**src/rtl/fns_serial_dec.sv**
```systemverilog
// ---------------------------------------------------------------------------
// fns_serial_dec
//
// Serial decoder for 8-bit Fibonacci-number-system (Zeckendorf) codewords.
// Bit k of the codeword carries weight W[k] = 1,2,3,5,8,13,21,34, so the
// largest decodable sum is 87 and the result fits in 7 bits. The block
// accepts one codeword in IDLE and walks it from bit 7 down to bit 0, one
// bit per clock. A codeword that has two adjacent 1 bits is not a canonical
// Zeckendorf form. It still decodes to its weighted sum, and err is raised.
//
// Ports
//   clk        in   1  single clock, rising edge
//   rst_n      in   1  asynchronous active-low reset
//   in_valid   in   1  codein holds a codeword to decode
//   in_ready   out  1  block is idle and will take a codeword
//   codein     in   8  FNS codeword
//   out_valid  out  1  dataout/err hold a decoded result
//   out_ready  in   1  downstream takes the result
//   dataout    out  7  decoded binary value (0 while out_valid=0)
//   err        out  1  adjacent-ones flag    (0 while out_valid=0)
//
// Timing: accept edge -> 8 RUN edges -> DONE (out_valid=1) -> release edge
// -> IDLE. At least 10 edges separate two accepts.
// ---------------------------------------------------------------------------
module fns_serial_dec (
    input  logic       clk,
    input  logic       rst_n,
    input  logic       in_valid,
    output logic       in_ready,
    input  logic [7:0] codein,
    output logic       out_valid,
    input  logic       out_ready,
    output logic [6:0] dataout,
    output logic       err
);

    typedef enum logic [1:0] {
        ST_IDLE = 2'd0,
        ST_RUN  = 2'd1,
        ST_DONE = 2'd2
    } state_e;

    // Fibonacci weight of codeword bit idx.
    function automatic logic [6:0] fib_weight(input logic [2:0] idx);
        logic [6:0] w;
        case (idx)
            3'd0:    w = 7'd1;
            3'd1:    w = 7'd2;
            3'd2:    w = 7'd3;
            3'd3:    w = 7'd5;
            3'd4:    w = 7'd8;
            3'd5:    w = 7'd13;
            3'd6:    w = 7'd21;
            3'd7:    w = 7'd34;
            default: w = 7'd0;
        endcase
        return w;
    endfunction

    state_e     state_q;
    logic [7:0] code_q;      // codeword captured on the accept edge
    logic [2:0] cnt_q;       // bit index processed on the next RUN edge
    logic [6:0] acc_q;       // running weighted sum
    logic       flag_q;      // sticky adjacent-ones flag for this codeword
    logic       in_ready_q;
    logic       out_valid_q;
    logic [6:0] dataout_q;
    logic       err_q;

    logic [2:0] upper_idx_s;
    logic [6:0] term_s;
    logic       adj_s;
    logic [6:0] acc_d;
    logic       flag_d;

    // Per-bit datapath: weight contribution and adjacency check of the current bit.
    always_comb begin
        upper_idx_s = cnt_q + 3'd1;
        if (code_q[cnt_q]) begin
            term_s = fib_weight(cnt_q);
        end else begin
            term_s = 7'd0;
        end
        // Bit 7 has no upper neighbour, and upper_idx_s wraps to 0 there.
        if (cnt_q != 3'd7) begin
            adj_s = code_q[cnt_q] & code_q[upper_idx_s];
        end else begin
            adj_s = 1'b0;
        end
        // The sum cannot exceed 87, so a 7-bit add never overflows.
        acc_d  = acc_q + term_s;
        flag_d = flag_q | adj_s;
    end

    // Control FSM with registered handshake and result outputs.
    always_ff @(posedge clk or negedge rst_n) begin
        if (!rst_n) begin
            state_q     <= ST_IDLE;
            code_q      <= 8'd0;
            cnt_q       <= 3'd0;
            acc_q       <= 7'd0;
            flag_q      <= 1'b0;
            in_ready_q  <= 1'b1;
            out_valid_q <= 1'b0;
            dataout_q   <= 7'd0;
            err_q       <= 1'b0;
        end else begin
            case (state_q)
                ST_IDLE: begin
                    if (in_valid) begin
                        code_q     <= codein;
                        acc_q      <= 7'd0;
                        flag_q     <= 1'b0;
                        cnt_q      <= 3'd7;
                        in_ready_q <= 1'b0;
                        state_q    <= ST_RUN;
                    end else begin
                        in_ready_q <= 1'b1;
                    end
                end
                ST_RUN: begin
                    acc_q  <= acc_d;
                    flag_q <= flag_d;
                    if (cnt_q == 3'd0) begin
                        // The last bit goes straight to the output registers,
                        // so out_valid rises on the 8th edge after the accept.
                        out_valid_q <= 1'b1;
                        dataout_q   <= acc_d;
                        err_q       <= flag_d;
                        state_q     <= ST_DONE;
                    end else begin
                        cnt_q <= cnt_q - 3'd1;
                    end
                end
                ST_DONE: begin
                    if (out_ready) begin
                        out_valid_q <= 1'b0;
                        dataout_q   <= 7'd0;
                        err_q       <= 1'b0;
                        in_ready_q  <= 1'b1;
                        state_q     <= ST_IDLE;
                    end else begin
                        out_valid_q <= 1'b1;
                    end
                end
                default: begin
                    // Unreachable encoding: drop to a clean idle.
                    state_q     <= ST_IDLE;
                    cnt_q       <= 3'd0;
                    acc_q       <= 7'd0;
                    flag_q      <= 1'b0;
                    in_ready_q  <= 1'b1;
                    out_valid_q <= 1'b0;
                    dataout_q   <= 7'd0;
                    err_q       <= 1'b0;
                end
            endcase
        end
    end

    assign in_ready  = in_ready_q;
    assign out_valid = out_valid_q;
    assign dataout   = dataout_q;
    assign err       = err_q;

endmodule

```
**config.mk**
```make
export PLATFORM = sky130hd
export DESIGN_NAME = fns_serial_dec
export DESIGN_NICKNAME = d
export VERILOG_FILES = /design/src/rtl/fns_serial_dec.sv
export SDC_FILE = /design/constraint.sdc
export NUM_CORES = 1
export LEC_CHECK = 0
export BUFFER_PORTS_ARGS = -buffer_cell sky130_fd_sc_hd__buf_2
export CAP_MARGIN = 0
export CORE_AREA = 2 2 62 76
export CTS_BUF_LIST = sky130_fd_sc_hd__clkbuf_2 sky130_fd_sc_hd__clkbuf_4 sky130_fd_sc_hd__clkbuf_8
export CTS_CLUSTER_DIAMETER = 150
export DETAILED_ROUTE_END_ITERATION = 8
export DIE_AREA = 0 0 64 78
export PLACE_DENSITY_LB_ADDON = 0.15
export SETUP_SLACK_MARGIN = 0.4
export SLEW_MARGIN = 20
export SYNTH_ARGS = -nofsm -noshare
export SYNTH_HDL_FRONTEND = slang
export SYNTH_SLANG_ARGS = --single-unit
```
**constraint.sdc**
```tcl
create_clock -name clk -period 4.7 [get_ports clk]
set_input_delay 0.94 -clock clk [delete_from_list [all_inputs] [get_ports clk]]
set_output_delay 0.94 -clock clk [all_outputs]
set_load 0.1 [all_outputs]
```
==> metrics <==
unrepaired setup endpoints after global routing=false; CTS tree=yes; CTS clk-pin slew, worst paths=60 ps; Ports=22; CTS Hold Bufs=0; Max clock buf depth=2; Max Slew Vio Count=0; H-tree depth=2; Seq/Total Area, Yosys=41.34%; Area growth, synth to finish=11.78%; clock sinks=31; Most used DFF post-synth=dfrtp_1; CP endpoint kind=flip-flop; final hold slack=473.0 ps; die area=4992 um2; Req. time, crit path=4870 ps; Worst Tran Pin Value=682.8 ps; initial antenna violation count=0; Tmin final=3073 ps; Post-Syn Nets=207; CP max FO=8; post-DP HPWL=2867 um; filler instances=393; Peak Freq=325.4 MHz; FF/Latch Area=777.0 um2; Post-CTS Setup Repair Bufs=0; status=finished, final reports clean; Die Ht=78 um; top cell type by total area after synthesis=dfrtp_1; CP startpoint=cnt_q[0]; row count=26; hold_sp=dataout[3]; # resized after CTS=0; TritonCTS buffer count=5; maxcap violations=0; multi-input logic area=1042 um2; # DRC=0; Final Non-Filler Cells=255; Pre-Repair DR Iteration Count=4; Hold Path Stages=2; synth cell count leaders=dfrtp_1 (30), nand2_1 (16), ha_1 (15), nor2_1 (15), a21oi_1 (13); R2R setup slack=1630 ps; Slew headroom=54.48%; Reg2Reg Depth=12; Nets=228; worst-path cell chain=inv_1 -> ha_1 -> a21oi_1 -> nor2_1 -> ha_1 -> inv_1 -> fa_1 -> nor2b_1 -> o31ai_1 -> a21oi_1 -> nor2_1 -> a221o_1; Die W=64 um; # setup viols final=0; I/O Buffers=21; class of the worst hold path=reg -> reg; first-pass GRT wire length=6555 um; Async SR Flop Fraction=100.0%; slowest cell delay on critical path=500 ps; Via density=5.529; number of antenna repair diodes=0; post-route ant nets=0; layout cells sized above 1=22.11%; Placeable Area=4197 um2; post-synth top area share=39.95%; number of global-route vias before repair=1464; Yosys cell types=42; CP max stage cell=dfrtp_1; total negative setup slack=0 ps; synthesis warning total=0; CP Class=reg -> reg; worst skew pair latency=280 ps; Final Hold Vio Count=0; Syn Area/Cell=10.50 um2; reg2reg start=cnt_q[0]; synthesized area=1879 um2; Clock Skew=6.570 ps; CTS root buffer=clkbuf_8; Reg2Reg Capture Point=acc_q[6]; most common cell in the synthesized netlist=dfrtp_1; routed vias=1410; CP Launch Type=flip-flop; worst path bufs/invs=2; Post-synth EDFFs=0; mean routed wirelength per cell=14.73 um; synthesized flop and latch total=31; Placed Cells incl. Taps=249; Top Family by Delay on Critical Path=adder cells; Post-Syn Instances=179; largest net degree at the start of global routing=32; GR Util All Layers=16.74%; Congestion Overflow GR=0; main area contributors after synthesis=dfrtp_1 (40%), ha_1 (10%), mux2_2 (5.4%); hold path endpoint=dataout[3]; Total Wirelength=3757 um; Iteration-0 DRC Markers=41; RD Place Congestion=0.7954; period utilization=65.38%; starting density of the core=44.78%; Critical Path AT=3240 ps
==> sequential cells by signal (all words and copies together) (netlist names) <==
register,count
code_q,8
acc_q,7
dataout,7
cnt_q,3
state_q,2
err,1
flag_q,1
in_ready,1
out_valid,1
==> routing by layer <==
layer | vias to the layer above | global-route usage [%] | part of all wire, %
met5 | - | 0 | 0
met1 | 683 | 18.71 | 42
li1 | 685 | - | -
met2 | 32 | 29.48 | 52
met4 | 0 | 8.261 | 2.5
met3 | 10 | 3.768 | 3.4
==> worst reg2reg max path, stage by stage, from the launching register on <==
cell     delay (ps)
dfrtp_1         500
inv_1           200
ha_1            460
a21oi_1         100
nor2_1          120
ha_1            190
inv_1            60
fa_1            410
nor2b_1         170
o31ai_1         120
a21oi_1         270
nor2_1          100
a221o_1         260
==> cells by family (layout without fill, tap and decap cells) <==
family,Yosys count,in the layout,share of synthesized area [%]
and+or+nand+nor,50,50,12.38
AOI/OAI and AO/OA,46,46,15.85
DFF,31,31,41.35
muxes,18,18,14.78
adders and majority gates,16,16,11.05
buffers and inverters,15,35,3.195
xor gates and xnor gates,3,3,1.398
==> area by class of cell <==
class / instances / area share, %
Multi-Input combinational cell: 133 / 49.61
Tap cell: 56 / 3.335
Inverter: 8 / 1.429
Clock buffer: 6 / 3.633
Timing Repair Buffer: 21 / 5.003
Sequential cell: 31 / 36.99
==> metrics by stage <==
step / worst slack [ps] / area, um2 / util (%)
floorplan: 1969 / 1879 / -
global placement: 1781 / 2024 / 48.24
detailed placement: 1607 / 2024 / 48.24
CTS: 1608 / 2101 / 50.06
global route: 1276 / 2101 / 50.06
finish: 1627 / 2101 / 50.06
==> worst max-delay path by stage <==
| stage | cells past startpoint | end | slack [ps] |
|---|---|---|---|
| floorplan | 10 | acc_q[6] | 1970 |
| global placement | 12 | acc_q[6] | 1780 |
| detailed placement | 12 | acc_q[6] | 1610 |
| CTS | 12 | acc_q[6] | 1610 |
| global route | 12 | acc_q[6] | 1280 |
| finish | 12 | acc_q[6] | 1630 |
==> placed cells by master, fill, tap and decap left out, drive strengths merged, types with 2 or more instances in the layout <==
cell and count:
dfrtp 30, a32o 2, a31oi 2, xnor2 2, a21oi 13, nand2 16, o22a 2, inv 8
nand2b 7, buf 21, mux2 9, nor3 4, nor2 15, a22o 3, o21ai 14, nor2b 3
ha 15, mux4 5, clkbuf 6, and3 2, mux2i 4
Power is left out: the tool's default activity adds up to more than one toggle a clock period on the data nets, which glitch-free logic cannot reach.
